`config.mk`:
```
export PLATFORM = sky130hd
export DESIGN_NAME = wav_recorder
export DESIGN_NICKNAME = d
export VERILOG_FILES = /design/src/rtl/wav_recorder.sv
export SDC_FILE = /design/constraint.sdc
export NUM_CORES = 1
export LEC_CHECK = 0
export ABC_AREA = 0
export BUFFER_PORTS_ARGS = -buffer_cell sky130_fd_sc_hd__buf_2
export CORE_MARGIN = 2
export CORE_UTILIZATION = 40
export CTS_BUF_LIST = sky130_fd_sc_hd__clkbuf_4 sky130_fd_sc_hd__clkbuf_8 sky130_fd_sc_hd__clkbuf_16
export DETAILED_ROUTE_END_ITERATION = 6
export GPL_ROUTABILITY_DRIVEN = 0
export GPL_TIMING_DRIVEN = 0
export PLACE_DENSITY = 0.62
export SLEW_MARGIN = 20
export SYNTH_ARGS = -nofsm -noshare
export SYNTH_HDL_FRONTEND = slang
export SYNTH_SLANG_ARGS = --single-unit
```
`constraint.sdc`:
```
create_clock -name clk -period 3.9 [get_ports clk]
set_input_delay 0.585 -clock clk [delete_from_list [all_inputs] [get_ports clk]]
set_output_delay 0.585 -clock clk [all_outputs]
set_load 0.01 [all_outputs]
```
`src/rtl/wav_recorder.sv`:
```
// wav_recorder: captures an 8-bit unsigned audio stream into a sample RAM at a
// prescaled rate. Recording starts on a start pulse, either at once or after a
// level trigger. It ends at a programmed last address or on a stop pulse.
module wav_recorder #(
  parameter int unsigned ADDR_W = 14,
  parameter int unsigned DIV    = 2177,
  parameter logic [7:0]  THRESH = 8'd16
) (
  input  logic              clk,
  input  logic              reset,
  input  logic              start,
  input  logic              stop,
  input  logic              trig_en,
  input  logic [ADDR_W-1:0] last_addr,
  input  logic [7:0]        audio_in,
  output logic              ram_we,
  output logic [ADDR_W-1:0] ram_a,
  output logic [7:0]        ram_d,
  output logic              busy,
  output logic              armed,
  output logic              done,
  output logic [ADDR_W:0]   count
);

  // Prescaler must hold 0..DIV; keep at least one bit when DIV is 0.
  localparam int unsigned PW = (DIV < 1) ? 1 : $clog2(DIV + 1);

  typedef enum logic [1:0] {
    StIdle,
    StArmed,
    StRecord
  } state_e;

  state_e            state_q, state_d;
  logic [PW-1:0]     presc_q, presc_d;
  logic [ADDR_W-1:0] addr_q, addr_d;
  logic [ADDR_W-1:0] last_q, last_d;
  logic              fin_q, fin_d;
  logic [ADDR_W:0]   count_q, count_d;
  logic              we_q, we_d;
  logic [ADDR_W-1:0] a_q, a_d;
  logic [7:0]        d_q, d_d;
  logic              done_q, done_d;

  logic              tick;
  logic              trig_hit;
  logic              wr_fire;
  logic [7:0]        dev;

  // Distance of the incoming sample from the 128 midpoint (0..128).
  always_comb begin
    if (audio_in >= 8'd128) begin
      dev = audio_in - 8'd128;
    end else begin
      dev = 8'd128 - audio_in;
    end
  end

  assign tick     = (state_q != StIdle) && (presc_q == PW'(DIV));
  assign trig_hit = (dev > THRESH);

  // Next-state, prescaler, write-address and output-register logic.
  always_comb begin
    state_d = state_q;
    presc_d = presc_q;
    addr_d  = addr_q;
    last_d  = last_q;
    fin_d   = fin_q;
    count_d = count_q;
    we_d    = 1'b0;
    a_d     = a_q;
    d_d     = d_q;
    done_d  = 1'b0;
    wr_fire = 1'b0;

    case (state_q)
      StIdle: begin
        // stop wins over a simultaneous start
        if (start && !stop) begin
          last_d  = last_addr;
          count_d = '0;
          addr_d  = '0;
          presc_d = '0;
          fin_d   = 1'b0;
          state_d = trig_en ? StArmed : StRecord;
        end
      end
      StArmed, StRecord: begin
        presc_d = tick ? '0 : presc_q + 1'b1;
        if (stop) begin
          // A write registered last cycle is already on the port; suppress any new one.
          state_d = StIdle;
          done_d  = 1'b1;
        end else if (we_q && fin_q) begin
          // Final write is on the port this cycle.
          state_d = StIdle;
          done_d  = 1'b1;
        end else if (tick && !fin_q) begin
          if (state_q == StRecord) begin
            wr_fire = 1'b1;
          end else if (trig_hit) begin
            // Trigger sample itself goes to address 0.
            wr_fire = 1'b1;
            state_d = StRecord;
          end
        end
      end
      default: begin
        state_d = StIdle;
      end
    endcase

    if (wr_fire) begin
      we_d    = 1'b1;
      a_d     = addr_q;
      d_d     = audio_in;
      count_d = count_q + 1'b1;
      // Address saturates at last_addr; no wrap.
      if (addr_q == last_q) begin
        fin_d = 1'b1;
      end else begin
        addr_d = addr_q + 1'b1;
      end
    end
  end

  // State and datapath registers with synchronous active-high reset.
  always_ff @(posedge clk) begin
    if (reset) begin
      state_q <= StIdle;
      presc_q <= '0;
      addr_q  <= '0;
      last_q  <= '0;
      fin_q   <= 1'b0;
      count_q <= '0;
      we_q    <= 1'b0;
      a_q     <= '0;
      d_q     <= '0;
      done_q  <= 1'b0;
    end else begin
      state_q <= state_d;
      presc_q <= presc_d;
      addr_q  <= addr_d;
      last_q  <= last_d;
      fin_q   <= fin_d;
      count_q <= count_d;
      we_q    <= we_d;
      a_q     <= a_d;
      d_q     <= d_d;
      done_q  <= done_d;
    end
  end

  assign ram_we = we_q;
  assign ram_a  = a_q;
  assign ram_d  = d_q;
  assign busy   = (state_q != StIdle);
  assign armed  = (state_q == StArmed);
  assign done   = done_q;
  assign count  = count_q;

endmodule

```
==> results_dict.tcl, run 1 <==
set metrics [dict create \
    outcome "complete, no violations" \
    nNetsFinal 612 \
    synth_edf_count 0 \
    die_w_um 104 \
    rows 36 \
    worst_ir_drop_vdd_mv 0.277 \
    cts_buffer_depth 2 \
    switching_share_pct 27.8 \
    power.leakage_nw 1.86 \
    utilization_pct 48.9 \
    cpPeakStageDelay_ps 560 \
    netSwitchingPower_mw 0.539 \
    gr-total-overflow 0 \
    synth_seq_cells 82 \
    internal-power_mw 1.40 \
    worstPathRequired_ps 4200 \
    timing.slew.headroom_pct 46.0 \
    cts_root_buf "clkbuf_8" \
    setup_ws_ps 1010 \
    wirelength_mm 10.7 \
    ys.flop_type "dfxtp_1" \
    die_y_um 104 \
    synth_top_area_share_pct 41.0 \
    start_util_pct 41.1 \
    grt_pass1_vias 3633 \
    post-route-period-util_pct 74.1 \
    syn_area_um2 4000 \
    synth.area.top_cells "dfxtp_1, nand2_1, a21oi_1" \
    wl_per_cell_um 14.9 \
    drive_above_1_share_pct 17.2 \
    yosysWarnings 0 \
    dpl.hpwl_mm 7.93 \
    r2r-end "addr_q[5]$_SDFF_PP0_" \
    via_per_inst 5.37 \
    finClkSkew_ps 16.5 \
    setup_viol 0 \
    worst-setup-path-type "register to register" \
    core_um2 9730 \
    ant_nets 0 \
    max_cap_viol_count 0 \
    p_clk_share_pct 39.8 \
    r2r_start "state_q[0]$_SDFFE_PP0P_" \
    cp.arrival_ps 3190 \
    pwr-share-comb_pct 14.7 \
    cts_resized 0 \
    finalPower_mw 1.94 \
    finalCriticalPeriod_ps 2890 \
    syn-num-nets 534 \
    powerDensity_nw_per_um2 408 \
    hold_buffers 0 \
    crit_cells 8 \
    seq_power_share_pct 45.5 \
    critPathBufInv 2 \
    grt_max_degree 15 \
    r2r_cells 8 \
    pre_cts_slack_ps 1030 \
    area_growth_pct 18.8 \
    h-tree-depth 3 \
    rrSetupSlack_ps 1010 \
    synth_top_cell_by_area "dfxtp_1" \
    grt_setup_unrepaired "false" \
    endpoint "addr_q[5]$_SDFF_PP0_" \
    synthCells 499 \
    cp-end-kind "register" \
    max_freq_mhz 346 \
    cts_setup_buffers 0 \
    worst_pin_slew_ps 789 \
    n_antenna_cell 0 \
    port-buffer-count 67 \
    syn_area_per_cell_um2 8.02 \
    grt_pass1_wl_mm 17.5 \
    clk_pin_slew_worst_paths_ps 90 \
    hold_viol 0 \
    crit_path_start_kind "register" \
    crit_chain "inv_1, ha_1, or4b_4, nor4_4, o211ai_1, clkbuf_1, nor3_1, mux2i_1" \
    fin_setup_tns_ps 0 \
    grt_antenna_before_repair 0 \
    clock-sinks 82 \
    boundaryPins 68 \
    fp.dieArea_um2 10800 \
    drt_first_pass_iters 5 \
    synth_cell_types 52 \
    crit_slowest_cell "or4b_4" \
    startpoint "state_q[0]$_SDFFE_PP0P_" \
    synthArstFlopShare_pct 0 \
    drt_iter0_markers 194 \
    hold_class "register to register" \
    cts_made_buffers 9 \
    grt_use_total_pct 20.0 \
    clk_latency_ps 370 \
    cts_tree "yes" \
    yosysSeqAreaShare_pct 41.0 \
    cp_max_fo 10 \
    drc 0 \
    cp_top_family "simple AND/OR/NAND/NOR gates" \
    vias 3842 \
    drv_slew 0 \
]
==> per-stage QoR <==
step	instance area, um^2	hold WS, ps	cells
3_5_place_dp	4500	443	699
6_report	4750	450	715
4_1_cts	4750	447	715
2_1_floorplan	4000	448	499
5_1_grt	4750	451	715
3_3_place_gp	4500	438	699
==> metal layers <==
layer	part of all wire, %	GRT usage (%)
met1	45	25.0
met2	49	34.0
met3	4.7	3.20
met4	1.8	8.49
met5	0	0
==> power by group through the flow <==
stage          Clock, mW  Combinational [mW]  Sequential [mW]
2_1_floorplan          0               0.201            0.896
3_3_place_gp           0               0.277            0.901
3_5_place_dp           0               0.282            0.902
4_1_cts            0.780               0.283            0.883
5_1_grt            0.820               0.319            0.887
6_report           0.772               0.286            0.882
==> cell families (layout without fill, tap and decap cells) <==
group                    count (synthesis)  after routing  share of synthesized area, %
AO/OA/AOI/OAI                          101            101                          15.0
adder cells (fa/ha/maj)                  8              8                          2.50
AND/OR/NAND/NOR                        235            235                          29.4
XOR/XNOR                                24             24                          5.25
multiplexers                            11             11                          2.78
buffers and inverters                   38            121                          4.03
flip-flops                              82             82                          41.0
==> cell type report <==
| class | instances | area [um^2] |
|---|---|---|
| Buffer | 29 | 128 |
| Clock buffer | 10 | 138 |
| Clock inverter | 6 | 114 |
| Fill cell | 1002 | 4980 |
| Inverter | 9 | 33.8 |
| Multi-Input combinational cell | 379 | 2200 |
| Sequential cell | 82 | 1640 |
| Tap cell | 133 | 166 |
| Timing Repair Buffer | 67 | 335 |
==> placed cells by master, fill, tap and decap left out, types with 2 or more instances in the layout <==
cell          n
nor3_1       10
a32o_1        2
buf_4         2
nand2b_1      2
o21ai_0      15
dfxtp_1      82
and4_1        2
a31oi_1       2
nor4_1       10
clkinvlp_4    2
nor2b_1       2
bufinv_16     3
a311oi_1      2
clkbuf_8     10
or3_1         6
and3_1        6
o211ai_1      9
nor3b_1       5
o31ai_1       4
o32ai_1       2
nand3_1      24
ha_1          8
nand2_1     110
clkbuf_1     23
or4_1         5
nand4_1      11
a21oi_1      55
or2_2         5
xor2_1       23
nor2_1       27
o21ai_1       2
inv_1         8
buf_2        70
mux2i_1      10
nor4_4        2
==> tightest hold or removal path: cells and delay by family, from the launching register on <==
kind	cells	cell delay [ps]
AOI/OAI and AO/OA	1	50
DFF	1	310
and+or+nand+nor	1	50
==> sequential cells by signal (all words and copies together) (netlist names) <==
name	count
count	15
addr_q	14
last_q	14
ram_a	14
presc_q	12
ram_d	8
state_q	2
done	1
fin_q	1
ram_we	1
==> cells in the mapped netlist, drive strengths merged, types with 2 or more instances <==
cell type / number
a21oi: 55
a311oi: 2
a31oi: 2
a32o: 2
and3: 6
and4: 2
buf: 6
clkbuf: 23
dfxtp: 82
ha: 8
inv: 8
mux2i: 10
nand2: 110
nand2b: 2
nand3: 24
nand4: 11
nor2: 27
nor2b: 2
nor3: 10
nor3b: 5
nor4: 12
o211ai: 10
o21ai: 17
o31ai: 4
o32ai: 2
or2: 5
or3: 6
or4: 6
xor2: 23
==> worst min path at each step <==
stage,slack (ps),depth (start not counted),endpoint,from
2_1_floorplan,450,2,last_q[13]$_SDFFE_PP0P_,last_q[13]$_SDFFE_PP0P_
3_3_place_gp,440,2,ram_d[3]$_SDFFE_PP0N_,ram_d[3]$_SDFFE_PP0N_
3_5_place_dp,440,2,ram_a[3]$_SDFFE_PP0N_,ram_a[3]$_SDFFE_PP0N_
4_1_cts,450,3,last_q[2]$_SDFFE_PP0P_,last_addr[2]
5_1_grt,450,3,last_q[1]$_SDFFE_PP0P_,last_addr[1]
6_report,450,2,ram_a[3]$_SDFFE_PP0N_,ram_a[3]$_SDFFE_PP0N_
Note: power is estimated with default switching activity, not from simulation.
==> run 2: changes to the inputs <==
clock period = 2.9 ns   (was 3.9 ns; I/O delays follow)
==> run 2 against run 1 <==
Against the previous run: fmax up 7.4%; sequential power up 35%; routed wire length up 0.38%; worst hold slack worse by 140 ps; worst setup slack worse by 800 ps; final cell count up 0.28%; non-clock buffer count up 2; clock-buffer cell count unchanged; die area unchanged; largest cell class unchanged; critical path depth unchanged.
==> results_dict.tcl, run 2 (synthesis gave the netlist of run 1 again) <==
set metrics [dict create \
    outcome "complete, no violations" \
    dpl.hpwl_mm 7.93 \
    finalCriticalPeriod_ps 2690 \
    drc 0 \
    cts_root_buf "clkbuf_8" \
    grt_setup_unrepaired "false" \
    power.leakage_nw 1.87 \
    startpoint "state_q[1]$_SDFFE_PP0P_" \
    die_y_um 104 \
    max_freq_mhz 372 \
    cp_max_fo 10 \
    drt_first_pass_iters 5 \
    fin_setup_tns_ps 0 \
    rrSetupSlack_ps 210 \
    fp.dieArea_um2 10800 \
    gr-total-overflow 0 \
    mostFrequentLayoutCell "nand2_1" \
    core_um2 9730 \
    setup_viol 0 \
    port-buffer-count 67 \
    ant_nets 0 \
    timing.slew.headroom_pct 48.1 \
    grt_pass1_wl_mm 17.5 \
    h-tree-depth 3 \
    r2r-end "count[8]$_SDFFE_PP0P_" \
    largest_reg_flops 15 \
    p_clk_share_pct 39.8 \
    vias 3854 \
    cp-end-kind "register" \
    endpoint "count[8]$_SDFFE_PP0P_" \
    boundaryPins 68 \
    die_w_um 104 \
    grt_antenna_before_repair 0 \
    wl_per_cell_um 15.0 \
    r2r_start "state_q[1]$_SDFFE_PP0P_" \
    area_growth_pct 19.5 \
    powerDensity_nw_per_um2 546 \
    cts_made_buffers 9 \
    max_cap_viol_count 0 \
    drt_iter0_markers 221 \
    final_cell_mix "nand2_1, dfxtp_1, buf_2" \
    finalPower_mw 2.61 \
    grt_max_degree 15 \
    cts_buffer_depth 2 \
    worstPathRequired_ps 3200 \
    crit_path_start_kind "register" \
    wirelength_mm 10.7 \
    cts_tree "yes" \
    drive_above_1_share_pct 18.0 \
    start_util_pct 41.1 \
    pwr-share-comb_pct 14.7 \
    hold_viol 0 \
    fillers 1003 \
    worst_pin_slew_ps 759 \
    cp.arrival_ps 2990 \
    clk_pin_slew_worst_paths_ps 90 \
    nNetsFinal 614 \
    worst_ir_drop_vdd_mv 0.373 \
    post-route-period-util_pct 92.8 \
    worst-setup-path-type "register to register" \
    switching_share_pct 27.8 \
    n_antenna_cell 0 \
    utilization_pct 49.1 \
    netSwitchingPower_mw 0.727 \
    internal-power_mw 1.88 \
    grt_pass1_vias 3633 \
    clock-sinks 82 \
    grt_use_total_pct 20.0 \
    clk_latency_ps 370 \
    r2r_cells 8 \
    rows 36 \
    place_area_um2 4500 \
    hold_buffers 0 \
    via_per_inst 5.38 \
    seq_power_share_pct 45.5 \
    hold_class "primary input to register" \
    finClkSkew_ps 16.9 \
    final_area_um2 4780 \
    drv_slew 0 \
]
-- run 2: cell count changes in the layout (fill, tap and decap cells not counted) --
cell and delta:
o21ai_2 +1, o21ai_1 -1, clkbuf_1 -1, nor4_1 -1, nor4_2 +1, buf_4 +2
clkbuf_2 +1
-- run 2: worst min-delay path by stage --
stage	startpoint	end	cells past startpoint
5_1_grt	last_addr[1]	last_q[1]$_SDFFE_PP0P_	3
3_5_place_dp	ram_a[3]$_SDFFE_PP0N_	ram_a[3]$_SDFFE_PP0N_	2
3_3_place_gp	ram_d[3]$_SDFFE_PP0N_	ram_d[3]$_SDFFE_PP0N_	2
4_1_cts	last_addr[2]	last_q[2]$_SDFFE_PP0P_	3
2_1_floorplan	last_q[13]$_SDFFE_PP0P_	last_q[13]$_SDFFE_PP0P_	2
6_report	last_addr[1]	last_q[1]$_SDFFE_PP0P_	3
-- run 2: per-layer routing --
| layer | track usage [%] | up-vias | part of all wire [%] |
|---|---|---|---|
| met5 | 0 | - | 0 |
| met4 | 8.49 | 0 | 2.0 |
| met3 | 3.20 | 20 | 4.1 |
| met2 | 34.0 | 97 | 48 |
| met1 | 25.0 | 1815 | 45 |
| li1 | - | 1922 | - |
-- run 2: power groups by stage --
stage / logic, mW / registers, mW / clock network, mW
global route: 0.431 / 1.19 / 1.10
detailed placement: 0.379 / 1.21 / 0
floorplan: 0.270 / 1.21 / 0
global placement: 0.373 / 1.21 / 0
CTS: 0.381 / 1.19 / 1.05
finish: 0.385 / 1.19 / 1.04
-- run 2: final cells by class --
class,count,area [um^2],share of cell area [%]
Multi-Input combinational cell,379,2210,46.2
Sequential cell,82,1640,34.3
Timing Repair Buffer,69,350,7.33
Tap cell,133,166,3.48
Clock buffer,10,138,2.88
Buffer,29,129,2.70
Clock inverter,6,114,2.38
Inverter,9,33.8,0.707
-- run 2: metrics by stage --
step                      setup WS, ps  hold WS [ps]  instances
after floorplan                    379           448        499
after global placement            48.3           438        699
after detailed placement          25.2           443        699
after CTS                         48.7           297        715
after global routing              71.8           301        717
final                              209           305        717
-- run 2: worst max-delay path, stage by stage, from the launching register on --
cell	delay [ps]
dfxtp_1	420
inv_1	90
ha_1	270
or4b_4	560
nor4_4	280
o211ai_2	170
buf_6	180
or4_1	500
a21oi_1	150
-- run 2: what timing repair did --
action                                  CTS  global route
buffers inserted                          0             2
hold endpoints to repair                  0             0
endpoints found under the setup margin    2            17
gates resized for setup                   1             2
pin swaps                                 0             2
==> run 3: changes to the inputs <==
ABC_AREA = 1   (was 0)
CELL_PAD_IN_SITES_DETAIL_PLACEMENT = 1   (was unset)
CELL_PAD_IN_SITES_GLOBAL_PLACEMENT = 2   (was unset)
CORE_UTILIZATION = 30   (was 40)
GPL_ROUTABILITY_DRIVEN = unset   (was 0)
PLACE_DENSITY = 0.8   (was 0.62)
==> run 3 against run 2 <==
Against the previous run: utilization down 12 points; sequential power up 3%; clock skew down 9.8 ps; first-iteration DRC count down 27%; non-clock buffer count down 12; clock-buffer cell count up 1; via count up 7.8%.
==> results_dict.tcl, run 3 <==
set metrics [dict create \
    clk_latency_ps 350 \
    r2r-end "ram_d[0]$_SDFFE_PP0N_" \
    grt_pass1_vias 4228 \
    switching_share_pct 31.4 \
    port-buffer-count 66 \
    finClkSkew_ps 7.12 \
    regArea_um2 1640 \
    grt_setup_unrepaired "false" \
    yosysWarnings 0 \
    wl_per_cell_um 14.6 \
    cp-end-kind "register" \
    boundaryPins 68 \
    hold_viol 0 \
    max_cap_viol_count 0 \
    cts_made_buffers 9 \
    die_w_um 120 \
    ant_nets 0 \
    fin_setup_tns_ps 0 \
    r2r_start "state_q[0]$_SDFFE_PP0P_" \
    cts_buffer_depth 2 \
    hold_class "primary input to register" \
    final_cell_mix "nand2_1, nor2_1, dfxtp_1" \
    dpl.hpwl_mm 9.37 \
    largest_reg_flops 15 \
    drt_iter0_markers 162 \
    rows 42 \
    powerDensity_nw_per_um2 608 \
    fp.dieArea_um2 14400 \
    grt_use_total_pct 18.7 \
    fillers 1725 \
    hold_depth 3 \
    max_freq_mhz 455 \
    core_um2 13200 \
    ys_top_cells_by_count "nand2_1, nor2_1, dfxtp_1, inv_1, o21ai_0" \
    drive_above_1_share_pct 15.7 \
    setup_viol 0 \
    drt_first_pass_iters 4 \
    syn_area_um2 4050 \
    hold_buffers 0 \
    cts_tree "yes" \
    finalCriticalPeriod_ps 2200 \
    clock-sinks 82 \
    post-route-period-util_pct 75.8 \
    mostFrequentLayoutCell "nand2_1" \
    worst_pin_slew_ps 622 \
    timing.slew.headroom_pct 58.5 \
    cp.arrival_ps 2440 \
    nNetsFinal 723 \
    worst-setup-path-type "register to register" \
    setup_ws_ps 701 \
    power.leakage_nw 2.15 \
    synth_edf_count 0 \
    ys.flop_type "dfxtp_1" \
    drv_slew 0 \
    cp_max_fo 7 \
    pre_cts_slack_ps 721 \
    grt_antenna_before_repair 0 \
    syn_area_per_cell_um2 6.63 \
    via_per_inst 4.77 \
    utilization_pct 37.1 \
    outcome "complete, no violations" \
    synth_cell_types 29 \
    hold_end "last_q[6]$_SDFFE_PP0P_" \
    area_growth_pct 20.9 \
    netSwitchingPower_mw 0.934 \
    yosysSeqAreaShare_pct 40.5 \
    grt_max_degree 14 \
    synthCells 611 \
    gr-total-overflow 0 \
    start_util_pct 30.7 \
    wirelength_mm 12.7 \
    drc 0 \
    synth.area.top_cells "dfxtp_1, nand2_1, nor2_1" \
    r2r_cells 9 \
    worstPathRequired_ps 3140 \
    cts_root_buf "clkbuf_16" \
    synth_most_common_cell "nand2_1" \
    cts_setup_buffers 0 \
    synthArstFlopShare_pct 0 \
    gp_congestion 0.847 \
    syn-num-nets 646 \
    rrSetupSlack_ps 700 \
    internal-power_mw 2.04 \
    hold_start "last_addr[6]" \
    multi_input_area_um2 2010 \
    seq_power_share_pct 41.1 \
    synth_seq_cells 82 \
    vias 4153 \
    pwr-share-comb_pct 19.8 \
    crit_path_start_kind "register" \
    grt_pass1_wl_mm 21.2 \
    synth_top_cell_by_area "dfxtp_1" \
    h-tree-depth 3 \
    synth_top_area_share_pct 40.5 \
    worst_ir_drop_vdd_mv 0.234 \
    cts_resized 0 \
    clk_pin_slew_worst_paths_ps 60 \
    p_clk_share_pct 39.1 \
    die_y_um 120 \
]
==> run 3: area by class of cell <==
cell class,count,area share (%)
Buffer,20,2.45
Clock inverter,5,1.12
Inverter,73,5.59
Clock buffer,11,4.90
Multi-Input combinational cell,436,41.1
Timing Repair Buffer,66,6.74
Tap cell,176,4.50
Sequential cell,82,33.5
Antenna cell,1,0.0511
==> run 3: metrics by stage <==
stage                     instances  total power, mW  instance area (um^2)  hold slack (ps)
after floorplan                 611             1.65                  4050              443
after CTS                       869             3.01                  4900              320
after global routing            869             3.14                  4900              365
final                           870             2.98                  4900              323
after detailed placement        853             1.84                  4600              466
after global placement          853             1.83                  4600              454
==> run 3: how the worst max path moves through the flow <==
stage	startpoint	cells past startpoint	slack, ps	end
6_report	state_q[0]$_SDFFE_PP0P_	9	700	ram_d[0]$_SDFFE_PP0N_
5_1_grt	state_q[1]$_SDFFE_PP0P_	9	440	ram_d[0]$_SDFFE_PP0N_
4_1_cts	state_q[0]$_SDFFE_PP0P_	9	670	ram_d[0]$_SDFFE_PP0N_
3_5_place_dp	state_q[0]$_SDFFE_PP0P_	9	720	ram_d[5]$_SDFFE_PP0N_
3_3_place_gp	state_q[0]$_SDFFE_PP0P_	9	730	ram_d[5]$_SDFFE_PP0N_
2_1_floorplan	state_q[0]$_SDFFE_PP0P_	11	1150	count[7]$_SDFFE_PP0P_
==> run 3: routing by layer <==
layer / global-route usage, % / vias to the layer above / routed length [um]
li1: - / 2103 / -
met1: 23.6 / 1979 / 6030
met2: 31.5 / 53 / 6110
met3: 3.63 / 18 / 344
met4: 6.76 / 0 / 233
met5: 0 / - / 0
==> run 3: power by group through the flow <==
stage          registers (mW)  clock network, mW  logic, mW
6_report                 1.23               1.16      0.589
5_1_grt                  1.23               1.24      0.673
4_1_cts                  1.23               1.19      0.599
3_5_place_dp             1.25                  0      0.594
3_3_place_gp             1.25                  0      0.585
2_1_floorplan            1.24                  0      0.406
==> run 3: worst max-delay path, stage by stage, from the launching register on <==
cell and delay, ps:
dfxtp_1 390, inv_1 90, ha_1 310, inv_1 70, nor2_1 170, nand4_1 140, nor2_2 410, inv_1 230
o21ai_0 210, nor2_1 50
==> run 3: kinds of logic after synthesis <==
kind of cell	share of synthesized area (%)
buffers and inverters	9.73
flip-flops	40.5
adder cells (fa/ha/maj)	2.47
XOR/XNOR	1.08
AO/OA/AOI/OAI	14.0
AND/OR/NAND/NOR	32.2
